### config.mk
export PLATFORM = sky130hd
export DESIGN_NAME = shift_register_xfer
export DESIGN_NICKNAME = d
export VERILOG_FILES = /design/src/rtl/shift_register_pkg.sv /design/src/rtl/shift_bit_counter.sv /design/src/rtl/shift_register_xfer.sv
export SDC_FILE = /design/constraint.sdc
export NUM_CORES = 1
export LEC_CHECK = 0
export CORE_MARGIN = 8
export CORE_UTILIZATION = 30
export DETAILED_ROUTE_END_ITERATION = 10
export DONT_BUFFER_PORTS = 1
export PLACE_DENSITY_LB_ADDON = 0.05
export SKIP_CTS_REPAIR_TIMING = 1
export SYNTH_ARGS = -nofsm -noshare
export SYNTH_HDL_FRONTEND = slang
export SYNTH_SLANG_ARGS = --single-unit
### constraint.sdc
create_clock -name i_clk -period 1.3 [get_ports i_clk]
set_input_delay 0.195 -clock i_clk [delete_from_list [all_inputs] [get_ports i_clk]]
set_output_delay 0.195 -clock i_clk [all_outputs]
set_load 0.05 [all_outputs]
### src/rtl/shift_register_pkg.sv
// ---------------------------------------------------------------------------
// shift_register_pkg
// Shared types and constants for the shift_register_xfer serialiser slice.
//   state_e   : transfer FSM encoding (IDLE / SHIFT)
//   ORDER_*   : per-transfer bit-order selector values (i_lsb_first)
// ---------------------------------------------------------------------------
package shift_register_pkg;

  // Transfer FSM encoding
  typedef enum logic {
    ST_IDLE  = 1'b0,
    ST_SHIFT = 1'b1
  } state_e;

  // Bit-order selector values as seen on i_lsb_first / dir_q
  localparam logic ORDER_MSB = 1'b0;
  localparam logic ORDER_LSB = 1'b1;

endpackage : shift_register_pkg

### src/rtl/shift_bit_counter.sv
// ---------------------------------------------------------------------------
// shift_bit_counter
// Counts shift edges within one transfer and flags the last bit position.
// Ports:
//   i_clk     : clock, rising edge
//   i_rstn    : synchronous active-low reset
//   i_clear   : restart the count at zero (transfer accept)
//   i_enable  : advance by one (each shift edge)
//   o_term_c  : combinational flag, high while the count equals BIT-1
// ---------------------------------------------------------------------------
module shift_bit_counter #(
  parameter int unsigned BIT   = 8,
  parameter int unsigned CNT_W = $clog2(BIT + 1)
) (
  input  logic i_clk,
  input  logic i_rstn,
  input  logic i_clear,
  input  logic i_enable,
  output logic o_term_c
);

  logic [CNT_W-1:0] cnt_q;
  logic [CNT_W-1:0] cnt_d;

  // Next-count: clear wins over enable
  always_comb begin
    cnt_d = cnt_q;
    if (i_clear) begin
      cnt_d = '0;
    end else if (i_enable) begin
      cnt_d = cnt_q + CNT_W'(1);
    end
  end

  // Count register
  always_ff @(posedge i_clk) begin
    if (!i_rstn) begin
      cnt_q <= '0;
    end else begin
      cnt_q <= cnt_d;
    end
  end

  // Last bit of the word is being sampled on the coming edge
  assign o_term_c = (cnt_q == CNT_W'(BIT - 1));

endmodule : shift_bit_counter

### src/rtl/shift_register_xfer.sv
// ---------------------------------------------------------------------------
// shift_register_xfer
// Full-duplex word serialiser/deserialiser with valid/ready word interface.
// A BIT-wide word is shifted out on o_serial while BIT bits are captured
// from i_serial; bit order is chosen per transfer.
// Ports:
//   i_clk, i_rstn : clock (rising edge), synchronous active-low reset
//   i_valid       : transfer request, qualifies i_parrel / i_lsb_first
//   o_ready       : request can be accepted (IDLE)
//   i_parrel      : word to transmit, sampled on accept
//   i_lsb_first   : 0 = MSB first, 1 = LSB first, sampled on accept
//   i_abort       : cancel the transfer in progress / block accept in IDLE
//   i_serial      : serial receive bit
//   o_serial      : serial transmit bit (from tx register, 0 when idle)
//   o_parrel      : last completed received word
//   o_done        : one-cycle pulse when o_parrel updates
//   o_busy        : transfer in progress (SHIFT)
// ---------------------------------------------------------------------------
module shift_register_xfer
  import shift_register_pkg::*;
#(
  parameter int unsigned BIT = 8
) (
  input  logic           i_clk,
  input  logic           i_rstn,
  input  logic           i_valid,
  output logic           o_ready,
  input  logic [BIT-1:0] i_parrel,
  input  logic           i_lsb_first,
  input  logic           i_abort,
  input  logic           i_serial,
  output logic           o_serial,
  output logic [BIT-1:0] o_parrel,
  output logic           o_done,
  output logic           o_busy
);

  localparam int unsigned CNT_W = $clog2(BIT + 1);

  state_e         state_q, state_d;
  logic [BIT-1:0] tx_q, tx_d;
  logic [BIT-1:0] rx_q, rx_d;
  logic           dir_q, dir_d;
  logic [BIT-1:0] parrel_q, parrel_d;
  logic           done_q, done_d;

  logic           cnt_clr;
  logic           cnt_en;
  logic           last_bit_c;
  logic [BIT-1:0] tx_shift_c;
  logic [BIT-1:0] rx_shift_c;

  // Edge counter; terminal flag marks the edge that samples the last bit
  shift_bit_counter #(
    .BIT   (BIT),
    .CNT_W (CNT_W)
  ) u_bit_counter (
    .i_clk    (i_clk),
    .i_rstn   (i_rstn),
    .i_clear  (cnt_clr),
    .i_enable (cnt_en),
    .o_term_c (last_bit_c)
  );

  // Shifted views of the tx/rx registers for the active bit order
  always_comb begin
    if (dir_q == ORDER_LSB) begin
      tx_shift_c = {1'b0, tx_q[BIT-1:1]};
      rx_shift_c = {i_serial, rx_q[BIT-1:1]};
    end else begin
      tx_shift_c = {tx_q[BIT-2:0], 1'b0};
      rx_shift_c = {rx_q[BIT-2:0], i_serial};
    end
  end

  // Next-state and datapath control
  always_comb begin
    state_d  = state_q;
    tx_d     = tx_q;
    rx_d     = rx_q;
    dir_d    = dir_q;
    parrel_d = parrel_q;
    done_d   = 1'b0;
    cnt_clr  = 1'b0;
    cnt_en   = 1'b0;

    case (state_q)
      ST_IDLE: begin
        // Abort in IDLE suppresses an accept in the same cycle
        if (i_valid && !i_abort) begin
          tx_d    = i_parrel;
          dir_d   = i_lsb_first;
          rx_d    = '0;
          cnt_clr = 1'b1;
          state_d = ST_SHIFT;
        end
      end

      ST_SHIFT: begin
        // Abort beats the completion edge: no pulse, o_parrel untouched
        if (i_abort) begin
          state_d = ST_IDLE;
        end else begin
          tx_d   = tx_shift_c;
          rx_d   = rx_shift_c;
          cnt_en = 1'b1;
          if (last_bit_c) begin
            parrel_d = rx_shift_c;
            done_d   = 1'b1;
            state_d  = ST_IDLE;
          end
        end
      end

      default: begin
        state_d = ST_IDLE;
      end
    endcase
  end

  // State and datapath registers
  always_ff @(posedge i_clk) begin
    if (!i_rstn) begin
      state_q  <= ST_IDLE;
      tx_q     <= '0;
      rx_q     <= '0;
      dir_q    <= ORDER_MSB;
      parrel_q <= '0;
      done_q   <= 1'b0;
    end else begin
      state_q  <= state_d;
      tx_q     <= tx_d;
      rx_q     <= rx_d;
      dir_q    <= dir_d;
      parrel_q <= parrel_d;
      done_q   <= done_d;
    end
  end

  // Outputs: handshake/status decoded from the state register
  assign o_ready  = (state_q == ST_IDLE);
  assign o_busy   = (state_q == ST_SHIFT);
  assign o_serial = o_busy & ((dir_q == ORDER_LSB) ? tx_q[0] : tx_q[BIT-1]);
  assign o_parrel = parrel_q;
  assign o_done   = done_q;

endmodule : shift_register_xfer

==> results.yml <==
pwr:
  swShare_pct: 23.9
  clkPwrFrac_pct: 41.0
  power.leakage_nw: 0.689
  p_per_area_nw_per_um2: 1130
  p_comb_share_pct: 10.3
  power.share.sequential_pct: 48.7
  vdd_drop_max_mv: 0.540
  internal_power_mw: 1.56
  power_switching_uw: 490
critical_path:
  critPathSlowestCell: "dfxtp_2"
  max_stage_delay_ns: 0.35
  cp.required_ns: 1.11
  path_cells: "buf_12 -> mux2i_4 -> nor2_4 -> buf_12"
  end_kind: "output pin"
  worst-path-buf-inv: 2
  r2r_start: "dir_q"
  crit_type: "reg2out"
  r2r_end: "tx_q[5]"
  worstRegToRegCells: 5
  cp_common_cell: "buf_12"
  crit_family: "flip-flops"
  rrSetupSlack_ns: -0.03
  start_kind: "register"
  cp.arrival_ns: 1.20
  critPathMaxFanout: 8
route:
  drtPass1Iterations: 3
  vias: 1158
  postRouteWirelength_um: 3720
  initialDrtViolationCount: 72
  via_per_inst: 5.34
  wl_per_cell_um: 17.2
  drc: 0
  final_antenna_net_count: 0
clock_tree:
  root_buffer: "clkbuf_8"
  cts_tree: "built"
  cts_num_sinks: 31
  clk_latency_ns: 0.28
  htree_levels: 2
  cts_buffer_depth: 2
  cts_buffers: 5
  clk_pin_slew_ns: 0.06
die:
  die_x_um: 85.4
  dieArea_um2: 7290
  die_y_um: 85.4
  core-area_um2: 4690
  start_util_pct: 30.8
  rows: 25
  io_pins: 26
sta:
  timing.final.ws_setup_ns: -0.0958
  max_freq_ghz: 0.716
  finalSetupViolations: 3
  final-max-slew-violation-count: 0
  clock_skew_ns: 0.00543
  hold_viol: 0
  layout_min_cycle_time_ns: 1.40
  relSlewSlack_pct: 61.4
  grt_setup_unrepaired: "yes"
  finalCritPeriodShare_pct: 107
  tightestPinTransition_ns: 0.577
global_route:
  grt_usage_pct: 10.4
  grt_start_max_net_pins: 19
  grt_first_pass_wirelength_um: 5840
  grt_pass1_vias: 1102
  antenna_found_initial: 0
  grt-ovfl-total: 0
hold_path:
  min_path_type: "in2reg"
  min-delay-start: "i_rstn"
  holdPathStages: 2
  hold_end: "tx_q[6]"
cells_and_area:
  final_common_cell: "dfxtp_1"
  layout.cells.non_filler: 217
  most-common-layout-cells: "dfxtp_1 (29), buf_4 (23), nor2_1 (21), o21ai_0 (9), clkbuf_8 (7)"
  antenna-diode-count: 0
  final_net_count: 177
  synthToLayoutAreaGrowth_pct: 25.8
  layout-drive-gt1-share_pct: 38.0
run:
  maxCapViolCount: 0
placed_design:
  port_buffers: 0
  hpwl_um: 2550
  dp_cells: 203
  pre_cts_slack_ns: -0.00838
  gp_congestion: 0.739
synthesis:
  postSynth.asyncResetShare_pct: 0
  synth_seq_cells: 31
  synth_warnings: 0
  ys_seq_area_share_pct: 42.9
  avgSynthCellArea_um2: 10.2
  ys.flop_type: "dfxtp_1"
  syn_inst: 141
  synth_fp_nets: 156
  syn-cell-area_um2: 1450
  synth_edf_count: 0
  yosys.cell_types.count: 36
run_status:
  violations: "setup timing"
  status: "finished with violations"
-- stage by stage --
step | area [um^2] | hold WS, ns | power (mW) | setup TNS [ns] | utilization [%]
after floorplan | 1480 | 0.342 | 1.16 | -0.236 | -
after global placement | 1610 | 0.336 | 1.19 | 0 | 34.4
after detailed placement | 1610 | 0.338 | 1.19 | -0.00838 | 34.4
after CTS | 1710 | 0.0311 | 2.04 | -0.280 | 36.5
after global routing | 1820 | 0.0350 | 2.15 | -0.323 | 38.7
final | 1820 | 0.0520 | 2.05 | -0.137 | 38.7
-- flip-flops by register name, summed over array words and instances (netlist names) --
signal	flops
o_done	1
u_bit_counter.cnt_q	4
o_busy	1
o_parrel	8
dir_q	1
rx_q	8
tx_q	8
-- power groups by stage --
stage                     Sequential [mW]  Clock (mW)  Combinational (mW)
after floorplan                      1.01           0               0.149
after global placement               1.02           0               0.174
after detailed placement             1.02           0               0.175
after CTS                           0.997       0.870               0.176
after global routing                 1.00       0.920               0.226
final                               0.998       0.840               0.210
-- layer usage --
metal	routed length (um)	part of all wire (%)	GRT usage (%)	vias to the layer above
li1	-	-	-	564
met1	1740	47	12.5	562
met2	1650	44	14.7	26
met3	270	7.3	5.31	6
met4	66	1.8	5.41	0
met5	0	0	0	-
-- cells in the mapped netlist, types with 2 or more instances --
cell type	number	area [um^2]
o221a_2	2	22.5
dfxtp_1	31	621
mux2_4	2	30.0
a22oi_1	5	37.5
inv_1	2	7.51
nor3b_1	2	15.0
nor2_1	22	82.6
nand3_1	3	15.0
a32o_1	4	40.0
mux2_2	8	90.1
buf_4	2	15.0
a221oi_1	6	52.6
o21ai_0	9	45.0
a211oi_1	2	15.0
buf_6	2	22.5
nor2b_1	3	18.8
a2bb2oi_1	4	35.0
mux2i_1	6	60.1
nand2_1	2	7.51
a22o_1	4	35.0
buf_2	5	25.0
-- logic make-up (layout without fill, tap and decap cells) --
kind of cell | count (synthesis) | count (layout) | synth area share, %
muxes | 16 | 16 | 12.5
AOI/OAI and AO/OA | 41 | 41 | 23.5
DFF | 31 | 31 | 42.9
buffers and inverters | 13 | 35 | 6.49
adders and majority gates | 1 | 1 | 0.866
and+or+nand+nor | 39 | 39 | 13.8
-- how the worst max path moves through the flow --
stage,from,to,cells after the start
after floorplan,o_busy,o_serial,4
after global placement,dir_q,o_parrel[4],3
after detailed placement,dir_q,tx_q[1],4
after CTS,dir_q,o_serial,4
after global routing,dir_q,o_serial,4
final,dir_q,o_serial,4
-- worst reg2reg max path: cells and delay by family, from the launching register on --
kind / cells / cell delay (ns)
flip-flops: 1 / 0.33
multiplexers: 1 / 0.29
buffers and inverters: 2 / 0.27
AO/OA/AOI/OAI: 1 / 0.25
AND/OR/NAND/NOR: 1 / 0.07
-- layout make-up --
| class | instances | area (um^2) |
|---|---|---|
| multi-input cells | 97 | 801 |
| flip-flops and latches | 31 | 626 |
| clock buffers | 8 | 100 |
| well taps | 54 | 67.6 |
| repair buffers | 25 | 213 |
| inverters | 2 | 11.3 |
| fillers | 485 | 2870 |
(Power assumes the default switching activity.)
